==> src/rtl/morse_pkg.sv <==
// Shared types, unit lengths and the ASCII-to-Morse code table
// for the Morse transmit path.
package morse_pkg;

   typedef enum logic [2:0] {
      IDLE,
      MARK,
      ELEM_GAP,
      LETTER_GAP,
      WORD_GAP
   } state_t;

   typedef struct packed {
      logic       valid;
      logic [2:0] len;
      logic [4:0] pat;
   } morse_code_t;

   localparam int DOT_UNITS        = 1;
   localparam int DASH_UNITS       = 3;
   localparam int ELEM_GAP_UNITS   = 1;
   localparam int LETTER_GAP_UNITS = 3;
   localparam int WORD_EXTRA_UNITS = 4;

   function automatic logic [1:0] last_unit(input int units);
      return 2'(units - 1);
   endfunction

   function automatic morse_code_t mk(input logic [2:0] l,
                                      input logic [4:0] p);
      morse_code_t m;
      m.valid = 1'b1;
      m.len   = l;
      m.pat   = p;
      return m;
   endfunction

   // Patterns are left-aligned: bit 4 is the first element, 1 = dash.
   function automatic morse_code_t ascii_to_morse(input logic [7:0] ch);
      logic [7:0]  c;
      morse_code_t m;
      c = (ch >= 8'h61 && ch <= 8'h7a) ? ch - 8'h20 : ch;
      m = '0;
      case (c)
         8'h41: m = mk(3'd2, 5'b01000);
         8'h42: m = mk(3'd4, 5'b10000);
         8'h43: m = mk(3'd4, 5'b10100);
         8'h44: m = mk(3'd3, 5'b10000);
         8'h45: m = mk(3'd1, 5'b00000);
         8'h46: m = mk(3'd4, 5'b00100);
         8'h47: m = mk(3'd3, 5'b11000);
         8'h48: m = mk(3'd4, 5'b00000);
         8'h49: m = mk(3'd2, 5'b00000);
         8'h4a: m = mk(3'd4, 5'b01110);
         8'h4b: m = mk(3'd3, 5'b10100);
         8'h4c: m = mk(3'd4, 5'b01000);
         8'h4d: m = mk(3'd2, 5'b11000);
         8'h4e: m = mk(3'd2, 5'b10000);
         8'h4f: m = mk(3'd3, 5'b11100);
         8'h50: m = mk(3'd4, 5'b01100);
         8'h51: m = mk(3'd4, 5'b11010);
         8'h52: m = mk(3'd3, 5'b01000);
         8'h53: m = mk(3'd3, 5'b00000);
         8'h54: m = mk(3'd1, 5'b10000);
         8'h55: m = mk(3'd3, 5'b00100);
         8'h56: m = mk(3'd4, 5'b00010);
         8'h57: m = mk(3'd3, 5'b01100);
         8'h58: m = mk(3'd4, 5'b10010);
         8'h59: m = mk(3'd4, 5'b10110);
         8'h5a: m = mk(3'd4, 5'b11000);
         8'h30: m = mk(3'd5, 5'b11111);
         8'h31: m = mk(3'd5, 5'b01111);
         8'h32: m = mk(3'd5, 5'b00111);
         8'h33: m = mk(3'd5, 5'b00011);
         8'h34: m = mk(3'd5, 5'b00001);
         8'h35: m = mk(3'd5, 5'b00000);
         8'h36: m = mk(3'd5, 5'b10000);
         8'h37: m = mk(3'd5, 5'b11000);
         8'h38: m = mk(3'd5, 5'b11100);
         8'h39: m = mk(3'd5, 5'b11110);
         default: m = '0;
      endcase
      return m;
   endfunction

endpackage

==> src/rtl/morse_unit_timer.sv <==
// Free-running unit divider; restart realigns it so the first
// tick lands exactly UNIT_CYCLES cycles later.
module morse_unit_timer #(
   parameter int UNIT_CYCLES = 20_000_000
) (
   input  logic clk,
   input  logic reset,
   input  logic restart,
   input  logic enable,
   output logic unit_tick
);

   localparam int W = $clog2(UNIT_CYCLES);
   localparam logic [W-1:0] LAST = W'(UNIT_CYCLES - 1);

   logic [W-1:0] cnt;

   always_ff @(posedge clk or posedge reset) begin
      if (reset) begin
         cnt <= '0;
      end else if (restart) begin
         cnt <= '0;
      end else if (enable) begin
         cnt <= (cnt == LAST) ? '0 : cnt + W'(1);
      end
   end

   assign unit_tick = enable && (cnt == LAST);

endmodule

==> src/rtl/morse_encoder.sv <==
// Morse transmitter: ASCII in over valid/ready, registered key out
// with standard dot/dash/gap unit timing.
module morse_encoder
   import morse_pkg::*;
#(
   parameter int UNIT_CYCLES = 20_000_000
) (
   input  logic       clk,
   input  logic       reset,
   input  logic [7:0] char_in,
   input  logic       char_valid,
   output logic       char_ready,
   output logic       key,
   output logic       busy,
   output logic       err
);

   state_t      state, state_nx;
   morse_code_t code;
   logic [4:0]  sreg;
   logic [2:0]  elems;
   logic [1:0]  ucnt, last;
   logic        tick, restart, hs, done, is_space;
   logic        key_nx, ready_nx, busy_nx, err_nx;

   assign code     = ascii_to_morse(char_in);
   assign is_space = (char_in == 8'h20);
   assign hs       = char_ready && char_valid;

   always_comb begin
      last = '0;
      unique case (state)
         MARK:       last = sreg[4] ? last_unit(DASH_UNITS)
                                    : last_unit(DOT_UNITS);
         ELEM_GAP:   last = last_unit(ELEM_GAP_UNITS);
         LETTER_GAP: last = last_unit(LETTER_GAP_UNITS);
         WORD_GAP:   last = last_unit(WORD_EXTRA_UNITS);
         default:    last = '0;
      endcase
   end

   assign done    = tick && (ucnt == last);
   assign restart = (state_nx != state);

   morse_unit_timer #(
      .UNIT_CYCLES(UNIT_CYCLES)
   ) u_timer (
      .clk      (clk),
      .reset    (reset),
      .restart  (restart),
      .enable   (state != IDLE),
      .unit_tick(tick)
   );

   // Outputs are computed from the next state and registered with it.
   always_ff @(posedge clk or posedge reset) begin
      if (reset) begin
         state      <= IDLE;
         key        <= 1'b0;
         busy       <= 1'b0;
         err        <= 1'b0;
         char_ready <= 1'b1;
      end else begin
         state      <= state_nx;
         key        <= key_nx;
         busy       <= busy_nx;
         err        <= err_nx;
         char_ready <= ready_nx;
      end
   end

   always_comb begin
      state_nx = state;
      unique case (state)
         IDLE: begin
            if (hs && is_space)        state_nx = WORD_GAP;
            else if (hs && code.valid) state_nx = MARK;
         end
         MARK: begin
            if (done) state_nx = (elems > 3'd1) ? ELEM_GAP : LETTER_GAP;
         end
         ELEM_GAP:   if (done) state_nx = MARK;
         LETTER_GAP: if (done) state_nx = IDLE;
         WORD_GAP:   if (done) state_nx = IDLE;
         default:    state_nx = IDLE;
      endcase
   end

   always_comb begin
      key_nx   = (state_nx == MARK);
      ready_nx = (state_nx == IDLE);
      busy_nx  = (state_nx != IDLE);
      err_nx   = (state == IDLE) && hs && !is_space && !code.valid;
   end

   always_ff @(posedge clk or posedge reset) begin
      if (reset) begin
         sreg  <= '0;
         elems <= '0;
         ucnt  <= '0;
      end else begin
         if (restart)   ucnt <= '0;
         else if (tick) ucnt <= ucnt + 2'd1;
         if (state == IDLE && hs && code.valid) begin
            sreg  <= code.pat;
            elems <= code.len;
         end else if (state == ELEM_GAP && done) begin
            sreg  <= {sreg[3:0], 1'b0};
            elems <= elems - 3'd1;
         end
      end
   end

endmodule

==> config.mk <==
export PLATFORM = sky130hd
export DESIGN_NAME = morse_encoder
export DESIGN_NICKNAME = d
export VERILOG_FILES = /design/src/rtl/morse_pkg.sv /design/src/rtl/morse_unit_timer.sv /design/src/rtl/morse_encoder.sv
export SDC_FILE = /design/constraint.sdc
export NUM_CORES = 1
export LEC_CHECK = 0
export BUFFER_PORTS_ARGS = -buffer_cell sky130_fd_sc_hd__buf_2
export CAP_MARGIN = 10
export CORE_MARGIN = 4
export CORE_UTILIZATION = 40
export DETAILED_ROUTE_END_ITERATION = 10
export SETUP_SLACK_MARGIN = 0.4
export SLEW_MARGIN = 15
export SYNTH_ARGS = -nofsm -noshare
export SYNTH_HDL_FRONTEND = slang
export SYNTH_SLANG_ARGS = --single-unit
==> constraint.sdc <==
create_clock -name clk -period 7.2 [get_ports clk]
set_clock_uncertainty 0.05 [all_clocks]
set_input_delay 2.16 -clock clk [delete_from_list [all_inputs] [get_ports clk]]
set_output_delay 2.16 -clock clk [all_outputs]
set_load 0.005 [all_outputs]
==> flow_summary.toml <==
[yosys]
muxShareOfSynthArea_pct = 5.39
ys_ff_latch = 42
synthTopCellsByCount = "nor2_1, dfrtp_1, nand2_1"
synth-compound-area-share_pct = 16.0
synthFlopType = "dfrtp_1"
postSynthAreaPerCell_um2 = 8.48
synth_top_family_by_area = "simple AND/OR/NAND/NOR gates"
synth-xor-area-share_pct = 7.02
async_flop_share_pct = 100
yosysMostFrequentCell = "nor2_1"
synth_top_area_share_pct = 34.3
synth_edf_count = 0
synth_fa_ha_area_share_pct = 4.60
yosys-top-cells-area = "dfrtp_1, nor2_1, mux2i_1, ha_1, xor2_1"
synthesis.area_mm2 = 0.00299
yosysUniqueCellTypes = 60
synthCells = 353
syn_nets = 375
seq_area_frac_synth_pct = 35.2
synthSimpleGateAreaFrac_pct = 27.9
yosysTopAreaCell = "dfrtp_1"
ys_warn_count = 0

[clocking]
cts_tree = "built"
cts_setup_buffers = 0
path_clk_slew_ps = 70
clockBufferDepth = 2
clk_latency_ps = 300
cts-hold-fix-buffers = 0
cts_root_buf = "clkbuf_8"
cts_htree_levels = 2
clkSinkCount = 42
cts_resized = 0
cts_buffers = 5

[timing]
fin_crit_sh_pct = 60.5
finalMaxSlewViolations = 0
slew-limit-headroom_pct = 48.2
finalSetupViolCount = 0
worst_pin_slew_ps = 771
period_needed_ps = 4350
rsz0062_at_grt = "false"
hold_viol_final = 0
fmax_ghz = 0.230
tns_ps = 0

[worst_setup_path]
rr_worst_depth = 6
reg2reg_slack_ps = 4150
cp.required_ps = 7330
endpoint_kind = "register"
crit_start = "char_in[0]"
r2r_start = "u_timer.cnt[17]"
cp.arrival_ps = 4480
crit_type = "in -> reg"
reg2reg_to = "elems[0]"
worstPathMaxFanout = 11
worst_setup_path_start_kind = "input pin"

[route]
ant_nets = 0
viasPerCell = 5.56
wl_mm = 6.60
routedWlPerCell_um = 14.3
num_vias = 2575
drt-initial-drc-count = 271
post-route-drc-count = 0
drtPass1Iterations = 5

[power_and_ir_drop]
power.share.switching_pct = 34.8
seqPwrFrac_pct = 47.3
switchingPower_w = 0.000237
finalPower_w = 0.000681
power_frac_clock_pct = 22.2
intPower_w = 0.000444
peakVddDrop_mv = 0.0705
comb_power_share_pct = 30.5
power_density_mw_per_mm2 = 210
p_leak_nw = 1.42

[die]
pin_count = 15
fp-row-count = 31
fp.dieH_um = 94.5
start_util_pct = 41.3
die-area_mm2 = 0.00893
chipWidth_um = 94.5
core_mm2 = 0.00725

[grt]
first_global_vias = 2330
grt_pass1_wl_mm = 11.2
use_met2_pct = 23.8
met3_usage_pct = 1.91
grt_start_max_net_pins = 43
use_met1_pct = 23.2
antenna_found_initial = 0
grt.busiest_layer = "met2"
grt_overflow_total = 0
grtUsageTotal_pct = 15.7

[cells_and_area]
fin_area_mm2 = 0.00324
synthToLayoutAreaGrowth_pct = 8.15
final_nets = 385
stdcell_count = 463
antenna_cells = 0
drive_above_1_share_pct = 8.52

[hold_path]
hold_end = "elems[2]"
hold_start = "elems[2]"
holdPathStages = 1
hold_class = "reg -> reg"

[status]
status = "finished clean"

[placed_design]
place_hpwl_mm = 4.73
gp_congestion = 0.878
numPortBuffers = 14
placed_area_mm2 = 0.00315
dp_cells = 455

[job]
cap_violations = 0
## flip-flops by register name, summed over array words and instances, names as in the netlist
signal	count
char_ready	1
sreg	5
busy	1
err	1
elems	3
state	3
u_timer.cnt	25
ucnt	2
key	1
## through the flow
stage / utilization (%) / hold slack (ps) / setup slack (ps)
2_1_floorplan: - / 418 / 2940
3_3_place_gp: 43.4 / 448 / 2620
3_5_place_dp: 43.4 / 458 / 2550
4_1_cts: 44.6 / 476 / 2850
5_1_grt: 44.6 / 519 / 2620
6_report: 44.6 / 467 / 2850
## cell families (layout without fill, tap and decap cells)
kind of cell	after synthesis	after routing
fa+ha+maj	11	11
mux	16	16
compound gates	67	67
xor+xnor	24	24
flops	42	42
buf+inv	31	42
simple gates	162	162
## layout by cell type, fill, tap and decap left out, types with 7 or more instances in the layout
master,instances
nor2_1,53
dfrtp_1,41
nand2_1,25
a21oi_1,18
nand3_1,17
inv_1,17
mux2i_1,15
xor2_1,14
buf_2,14
nor3_1,12
o21ai_0,11
ha_1,11
nand4_1,10
xnor2_1,10
o211ai_1,7
## worst max path at each step
stage / endpoint / slack (ps) / cells after the start
2_1_floorplan: elems[0] / 2940 / 8
3_3_place_gp: elems[0] / 2620 / 8
3_5_place_dp: elems[0] / 2550 / 8
4_1_cts: elems[0] / 2850 / 8
5_1_grt: elems[0] / 2620 / 8
6_report: elems[0] / 2850 / 8
## power by group through the flow
stage	logic (W)	clock network, W	registers [W]
3_5_place_dp	0.000209	0	0.000328
3_3_place_gp	0.000208	0	0.000326
2_1_floorplan	0.000158	0	0.000320
4_1_cts	0.000211	0.000158	0.000323
5_1_grt	0.000238	0.000165	0.000329
6_report	0.000208	0.000151	0.000322
## critical path, stage by stage
cell      delay (ps)
buf_2            150
inv_1            100
ha_1             260
nand2b_1         170
a2111o_1         520
nand3_1          170
nand4_1          470
mux2_1           490
## area by class of cell
cell class                 instances  area [um2]
clock buffer                       6        72.6
sequential                        42        1050
tap                               99         124
multi-input combinational        280        1820
inverter                          18        67.6
timing repair buffer              16        85.1
clock inverter                     2        13.8
fill                             737        4020
## routing by layer
metal / routed length (um) / part of all wire (%) / up-vias
li1: - / - / 1302
met2: 2930 / 44 / 61
met1: 3300 / 50 / 1205
met4: 91 / 1.4 / 0
met5: 0 / 0 / -
met3: 282 / 4.3 / 7
(Power assumes the default switching activity.)
